## config.mk

```make
export PLATFORM = sky130hd
export DESIGN_NAME = rcos_seq_ctrl
export DESIGN_NICKNAME = d
export VERILOG_FILES = /design/src/rtl/rcos_seq_ctrl.sv
export SDC_FILE = /design/constraint.sdc
export NUM_CORES = 1
export LEC_CHECK = 0
export ABC_AREA = 1
export CAP_MARGIN = 0
export CORE_AREA = 4 4 69 134
export CTS_CLUSTER_DIAMETER = 40
export CTS_CLUSTER_SIZE = 14
export DETAILED_ROUTE_END_ITERATION = 16
export DIE_AREA = 0 0 73 138
export GPL_TIMING_DRIVEN = 1
export PLACE_DENSITY = 0.78
export REMOVE_ABC_BUFFERS = 1
export SKIP_CTS_REPAIR_TIMING = 1
export SLEW_MARGIN = 5
export SYNTH_ARGS = -nofsm -noshare
export SYNTH_HDL_FRONTEND = slang
export SYNTH_SLANG_ARGS = --single-unit
```

## constraint.sdc

```tcl
create_clock -name clk -period 2.46 [get_ports clk]
set_input_delay 0.738 -clock clk [delete_from_list [all_inputs] [get_ports clk]]
set_output_delay 0.738 -clock clk [all_outputs]
set_load 0.01 [all_outputs]
```

## src/rtl/rcos_seq_ctrl.sv

```systemverilog
// Sequencer for the time-shared raised-cosine FIR: buffers input samples, paces
// filter strobes, captures latency-matched results and runs zero-stuffing flushes.
module rcos_seq_ctrl #(
  parameter int unsigned DSIZE   = 8,
  parameter int unsigned OSIZE   = 19,
  parameter int unsigned SLOT    = 8,
  parameter int unsigned LAT     = 8,
  parameter int unsigned FDEPTH  = 4,
  parameter int unsigned FLUSH_N = 9
) (
  input  logic             clk,
  input  logic             n_rst,
  input  logic             s_valid,
  input  logic [DSIZE-1:0] s_data,
  output logic             s_ready,
  input  logic             flush,
  output logic             busy,
  output logic             f_din_en,
  output logic [DSIZE-1:0] f_din,
  input  logic [OSIZE-1:0] f_dout,
  output logic             m_valid,
  output logic [OSIZE-1:0] m_data,
  input  logic             m_ready,
  output logic             ovf_err,
  input  logic             clr_err
);

  localparam int unsigned AW   = $clog2(FDEPTH);
  localparam int unsigned FW   = AW + 1;
  localparam int unsigned CNTW = 8;
  localparam int unsigned FLW  = $clog2(FLUSH_N + 1);
  localparam int unsigned WTW  = $clog2(LAT + 1);

  typedef enum logic {
    ST_RUN   = 1'b0,
    ST_FLUSH = 1'b1
  } state_e;

  state_e           state_q, state_d;
  logic [DSIZE-1:0] mem_q [FDEPTH];
  logic [DSIZE-1:0] mem_d [FDEPTH];
  logic [AW-1:0]    wr_ptr_q, wr_ptr_d;
  logic [AW-1:0]    rd_ptr_q, rd_ptr_d;
  logic [FW-1:0]    fill_q, fill_d;
  logic [CNTW-1:0]  slot_q, slot_d;
  logic [FLW-1:0]   flush_left_q, flush_left_d;
  logic [WTW-1:0]   wait_q, wait_d;
  logic [LAT-1:0]   tag_stb_q, tag_stb_d;
  logic [LAT-1:0]   tag_real_q, tag_real_d;
  logic             f_din_en_q, f_din_en_d;
  logic [DSIZE-1:0] f_din_q, f_din_d;
  logic             m_valid_q, m_valid_d;
  logic [OSIZE-1:0] m_data_q, m_data_d;
  logic             ovf_q, ovf_d;

  logic fifo_full, fifo_empty;
  logic push, pop, fl_issue, issue, capture;

  assign fifo_full  = (fill_q == FW'(FDEPTH));
  assign fifo_empty = (fill_q == '0);
  assign s_ready    = !fifo_full && (state_q != ST_FLUSH);
  assign busy       = !fifo_empty || (|tag_stb_q) || (state_q == ST_FLUSH);

  assign push     = s_valid && s_ready;
  assign pop      = (state_q == ST_RUN) && !flush && (slot_q == '0) && !fifo_empty;
  assign fl_issue = (state_q == ST_FLUSH) && (flush_left_q != '0) && (slot_q == '0);
  assign issue    = pop || fl_issue;
  // Oldest tag lines up with the filter result becoming valid on f_dout.
  assign capture  = tag_real_q[LAT-1];

  assign f_din_en = f_din_en_q;
  assign f_din    = f_din_q;
  assign m_valid  = m_valid_q;
  assign m_data   = m_data_q;
  assign ovf_err  = ovf_q;

  always_comb begin
    state_d      = state_q;
    mem_d        = mem_q;
    wr_ptr_d     = wr_ptr_q;
    rd_ptr_d     = rd_ptr_q;
    fill_d       = fill_q + FW'(push) - FW'(pop);
    slot_d       = slot_q;
    flush_left_d = flush_left_q;
    wait_d       = wait_q;
    tag_stb_d    = {tag_stb_q[LAT-2:0], issue};
    tag_real_d   = {tag_real_q[LAT-2:0], pop};
    f_din_en_d   = issue;
    f_din_d      = pop ? mem_q[rd_ptr_q] : '0;
    m_valid_d    = m_valid_q;
    m_data_d     = m_data_q;
    ovf_d        = ovf_q;

    if (push) begin
      mem_d[wr_ptr_q] = s_data;
      wr_ptr_d        = wr_ptr_q + AW'(1);
    end
    if (pop) begin
      rd_ptr_d = rd_ptr_q + AW'(1);
    end

    // Slot pacing: reload on every strobe, count down and rest at zero.
    if (issue) begin
      slot_d = CNTW'(SLOT - 1);
    end else if (slot_q != '0) begin
      slot_d = slot_q - CNTW'(1);
    end

    case (state_q)
      ST_RUN: begin
        if (flush) begin
          state_d      = ST_FLUSH;
          flush_left_d = FLW'(FLUSH_N);
          wait_d       = '0;
        end
      end
      ST_FLUSH: begin
        if (fl_issue) begin
          flush_left_d = flush_left_q - FLW'(1);
          if (flush_left_q == FLW'(1)) begin
            wait_d = WTW'(LAT);
          end
        end else if (flush_left_q == '0) begin
          if (wait_q <= WTW'(1)) begin
            state_d = ST_RUN;
            wait_d  = '0;
          end else begin
            wait_d = wait_q - WTW'(1);
          end
        end
      end
      default: state_d = ST_RUN;
    endcase

    // Output register: a capture into a stalled register is dropped and flagged.
    if (clr_err) begin
      ovf_d = 1'b0;
    end
    if (m_valid_q && m_ready) begin
      m_valid_d = 1'b0;
    end
    if (capture) begin
      if (m_valid_q && !m_ready) begin
        ovf_d = 1'b1;
      end else begin
        m_valid_d = 1'b1;
        m_data_d  = f_dout;
      end
    end
  end

  always_ff @(posedge clk or negedge n_rst) begin
    if (!n_rst) begin
      state_q      <= ST_RUN;
      mem_q        <= '{default: '0};
      wr_ptr_q     <= '0;
      rd_ptr_q     <= '0;
      fill_q       <= '0;
      slot_q       <= '0;
      flush_left_q <= '0;
      wait_q       <= '0;
      tag_stb_q    <= '0;
      tag_real_q   <= '0;
      f_din_en_q   <= 1'b0;
      f_din_q      <= '0;
      m_valid_q    <= 1'b0;
      m_data_q     <= '0;
      ovf_q        <= 1'b0;
    end else begin
      state_q      <= state_d;
      mem_q        <= mem_d;
      wr_ptr_q     <= wr_ptr_d;
      rd_ptr_q     <= rd_ptr_d;
      fill_q       <= fill_d;
      slot_q       <= slot_d;
      flush_left_q <= flush_left_d;
      wait_q       <= wait_d;
      tag_stb_q    <= tag_stb_d;
      tag_real_q   <= tag_real_d;
      f_din_en_q   <= f_din_en_d;
      f_din_q      <= f_din_d;
      m_valid_q    <= m_valid_d;
      m_data_q     <= m_data_d;
      ovf_q        <= ovf_d;
    end
  end

endmodule

```

* Yosys cells after proc, flatten, opt, wreduce, memory -nomap -nowiden
Index checks and enable logic that the tools add are counted.
** Operators by class
- $add $sub $neg :: 7
- Multipliers :: 0
- Divide/modulo/power cells :: 0
- Magnitude comparators :: 4
- Equality and inequality tests :: 6
- Shift-type cells :: 0
- Multiplexer cells :: 29
- Bitwise logic cells :: 4
- Reductions and logical operators :: 27
** Operators with widths (count)
- two-way mux 8 bit :: 6
- bitwise mux 32 bit :: 1
- two-way mux 4 bit :: 7
- binary-select mux 8 bit (select 2 bit) :: 1
- demux 8 bit (select 2 bit) :: 1
- case mux 4 bit (2 select lines) :: 2
- logical AND 1 bit :: 10
- two-way mux 1 bit :: 10
- zero test 8 bit :: 1
- nonzero test 8 bit :: 1
- OR reduction 8 bit :: 1
- subtractor 4 x 1 -> 4 bit (second input constant) :: 2
- subtractor 8 x 1 -> 8 bit (second input constant) :: 1
- >= comparator 3 bit (second input constant) :: 2
- inverter 2 -> 3 bit :: 2
- adder 2 x 1 -> 2 bit (second input constant) :: 2
- == test 4 x 1 -> 1 bit (second input constant) :: 1
- less-or-equal comparator 4 x 1 -> 1 bit (second input constant) :: 1
- zero test 1 bit :: 4
- zero test 4 bit :: 1
- AND reduction 2 bit :: 2
- nonzero test 4 bit :: 1
- adder 3 x 1 -> 3 bit :: 1
- == test 3 bit (second input constant) :: 1
- other kinds (12) :: 15
** Word-level totals
- Register bits after elaboration :: 102
- Latch bits :: 0
- RAM bits :: 0
- ROM bits :: 0
- Output and inout bits :: 32
- Memories :: 0

* Longest topological paths before layout
- Word-level depth :: 6
- Depth in mapped cells :: 11

* Least setup slack after synthesis
No wires, ideal clock.
- Path kind :: input to register
- Start point :: input flush
- End point :: register fill_q[2]
- Setup time :: 129 ps
- Arrival :: 2059 ps
- Required time :: 2331 ps
- Setup slack :: 273 ps
- Stages on the path :: 10
- Buffers on the path :: 0
- Cells stage by stage :: nor2_1 > inv_1 > nor2_1 > nand2_1 > inv_1 > ha_1 > inv_1 > ha_1 > fa_1 > xor2_1
** On the way
- Cells in the longest elaborated chain, start to end :: 5
** Ends and longest elaborated chain
- start, declared :: line 16 : input logic flush,
- zero test 1 bit :: line 65 : assign pop = (state_q == ST_RUN) && !flush && (slot_q == '0) && !fifo_empty;
- logical AND 1 bit (3 in series) :: line 65
- via pop :: line 57 : logic push, pop, fl_issue, issue, capture;
- subtractor 3 x 1 -> 3 bit :: line 82 : fill_d = fill_q + FW'(push) - FW'(pop);
- via fill_d[2] :: line 44 : logic [FW-1:0] fill_q, fill_d;
- end signal, assigned :: line 174 : fill_q <= fill_d;
- end, declared :: line 44
The timed path passes the listed nets, and every way through them passes these cells.
A chain may end at the register's enable or synchronous reset.

* Worst setup path after layout
- Start point :: register fill_q[1]
- End point :: output s_ready
** On the way
- Cells in the longest elaborated chain, start to end :: 3
** Ends and longest elaborated chain
- == test 3 bit :: line 59 : assign fifo_full = (fill_q == FW'(FDEPTH));
- zero test 1 bit :: line 61 : assign s_ready = !fifo_full && (state_q != ST_FLUSH);
- logical AND 1 bit :: line 61
- end, declared :: line 15 : output logic s_ready,
No other way between the ends.

==> results.tsv <==
stage	metric	value	unit
status	outcome	finished, final reports clean	
detailed_routing	wl_per_cell	15.2	microns
synthesis	ys_seq_area_share	58.6	%
global_routing	gr-total-overflow	0	
timing	worst_slack	0.0811	ns
worst_setup_path	regToRegSetupSlack	0.32	ns
synthesis	synth_edf_count	0	
detailed_routing	wl	9110	microns
min_path	min_path_type	reg -> reg	
die	dieWidth	73	microns
detailed_routing	vias	3102	
min_path	min_from	tag_real_q[3]	
die	die_y	138	microns
final_layout	drive_above_1_share	14.4	%
worst_setup_path	reg2reg_from	slot_q[0]	
timing	clock_skew	0.00808	ns
worst_setup_path	end_kind	output port	
worst_setup_path	worstSetupPathType	reg -> out	
synthesis	ys_warn_count	0	
synthesis	synth.distinct_cells	30	
worst_setup_path	cp.required	1.72	ns
synthesis	syn_area	0.00431	sq mm
worst_setup_path	reg2reg_depth	11	
synthesis	synth.avg_cell_area	10.3	sq um
synthesis	synthTopCellsByArea	dfrtp_1, nand2_1, mux2_2, nor2_1, ha_1	
timing	worstMarginPinSlew	0.595	ns
power	power.density	954	mW/mm^2
global_routing	grt_pass1_vias	3169	
die	dieArea	0.0101	sq mm
final_layout	fin_nets	541	
run	drv_cap	0	
timing	fin_crit_sh	96.7	%
die	io_pins	65	
timing	timing.final.hold_violations	0	
placement	place.gp.congestion	0.831	
die	core-area	0.00829	sq mm
power	power.leakage	2.67	nW
min_path	worstHoldPathCells	0	
clock_tree	clockBufferDepth	2	
detailed_routing	drtIter0Drc	171	
synthesis	ys_seq_elements	101	
timing	maxSlewViolCount	0	
final_layout	syn2layout_area_growth	27.1	%
timing	maxSlewHeadroom	60.3	%
worst_setup_path	crit_start	fill_q[1]	
global_routing	grt_first_pass_wirelength	15100	microns
clock_tree	clk-insertion-delay-late	0.34	ns
clock_tree	cts_sinks	101	
die	rows	47	
worst_setup_path	crit_fanout	5	
clock_tree	cts_max_level	3	
clock_tree	path_clk_slew	0.07	ns
clock_tree	clock-root-buffer	clkbuf_16	
synthesis	synthFlopType	dfrtp_1	
power	power.total	5.23	mW
detailed_routing	drc_errors	0	
clock_tree	tritoncts	built	
clock_tree	cts_made_buffers	9	
timing	period_needed	2.38	ns
power	vdd_drop_max	0.000531	V
global_routing	grt_usage	19.3	%
final_layout	n_antenna_cell	0	
placement	dp_hpwl	6550	microns
detailed_routing	viasPerCell	5.19	
synthesis	synth_top_cell_by_area	dfrtp_1	
synthesis	synth_top_area_share	58.6	%
worst_setup_path	crit_path_start_kind	flip-flop	
placement	post-place-ws	-0.274	ns
timing	max_freq	0.420	GHz
timing	grt_setup_unrepaired	no	
worst_setup_path	crit_arrival	1.64	ns
placement	io_buffers	64	
global_routing	grt_max_degree	46	
die	start_util	52.0	%
detailed_routing	first_pass_iters	4	
timing	setup_viol	0	
synthesis	netlist_instances	418	
detailed_routing	drt.antenna.violating_nets	0	
synthesis	async_reset_ff_share	100	%
global_routing	antenna_found_initial	0	
synthesized netlist by cell type (2+ instances only):
library cell  count
a21oi_1          12
o21ai_2           8
nor4_1            2
dfrtp_1         101
xnor2_1           2
o21ai_0          22
nand2_2           3
o21ai_1          25
mux2_2           19
inv_1            38
xor2_1            9
ha_1             12
nand3_1          11
o22ai_1           2
nand2_1          71
nor3_1            2
buf_6             4
nor2_1           55
buf_2             6
nand3_4           4
final cells by class:
cell class,count,area [sq um]
tap,98,123
multi-input combinational,267,1570
sequential,101,2530
timing repair buffer,77,766
clock inverter,5,88.8
clock buffer,11,253
fill,610,2820
inverter,39,146
registers in the layout, summed over array words and instances, names as in the netlist:
name	flops
mem_q	32
m_data	19
f_din	8
slot_q	8
tag_real_q	8
tag_stb_q	8
flush_left_q	4
wait_q	4
fill_q	3
rd_ptr_q	2
wr_ptr_q	2
m_valid	1
ovf_err	1
state_q	1
worst paths after layout:
path / endpoint
max: s_ready
min: tag_real_q[4]
max reg2reg: fill_q[2]
min reg2reg: tag_real_q[4]
max in group asynchronous: m_data[1]
min in group asynchronous: flush_left_q[3]
metrics by stage:
stage	setup TNS (ns)	instances	utilization, %	instance area, sq um	hold slack [ns]
2_1_floorplan	-0.387	407	-	4230	0.331
3_3_place_gp	-0.371	579	61.4	5090	0.336
3_5_place_dp	-0.466	579	61.4	5090	0.337
4_1_cts	-0.141	595	65.5	5430	0.352
5_1_grt	0	598	66.0	5480	0.362
6_report	0	598	66.0	5480	0.351
cell usage in the layout, fill, tap and decap left out, types with 3 or more instances in the layout:
cell               n
mux2_2            19
clkdlybuf4s50_1   61
o21ai_0           22
o21ai_1           25
nor2_1            54
clkbuf_16          9
nand3_4            4
xor2_1             9
dfrtp_1          100
ha_1              12
inv_1             38
a21oi_1           12
buf_4             12
nand2_1           71
nand3_1           11
o21ai_2            8
nand2_2            3
power by group:
group | internal [mW] | switching [mW] | leakage, nW | total (mW)
Clock | 0.959 | 0.613 | 0.168 | 1.57
Sequential | 2.03 | 0.278 | 1.34 | 2.31
Combinational | 0.592 | 0.753 | 1.16 | 1.34
Total | 3.58 | 1.64 | 2.67 | 5.23
cell families (layout without fill, tap and decap cells):
family / count (synthesis) / after routing / synth area share, %
AND/OR/NAND/NOR: 151 / 151 / 15.3
flip-flops: 101 / 101 / 58.6
AO/OA/AOI/OAI: 73 / 73 / 9.72
buffers and inverters: 50 / 132 / 5.22
multiplexers: 19 / 19 / 4.96
adder cells (fa/ha/maj): 13 / 13 / 3.95
XOR/XNOR: 11 / 11 / 2.24
critical path: stages (launching register included):
cell             delay [ns]
dfrtp_1                0.44
nor2_2                 0.09
a21oi_4                0.20
clkdlybuf4s50_1        0.57
metal layers:
layer,vias to the layer above,GRT usage (%),part of all wire (%)
li1,1504,-,-
met1,1512,20.0,35
met2,70,36.3,59
met3,16,3.85,3.4
met4,0,7.00,2.1
met5,-,0,0
Note: power is estimated with default switching activity, not from simulation.
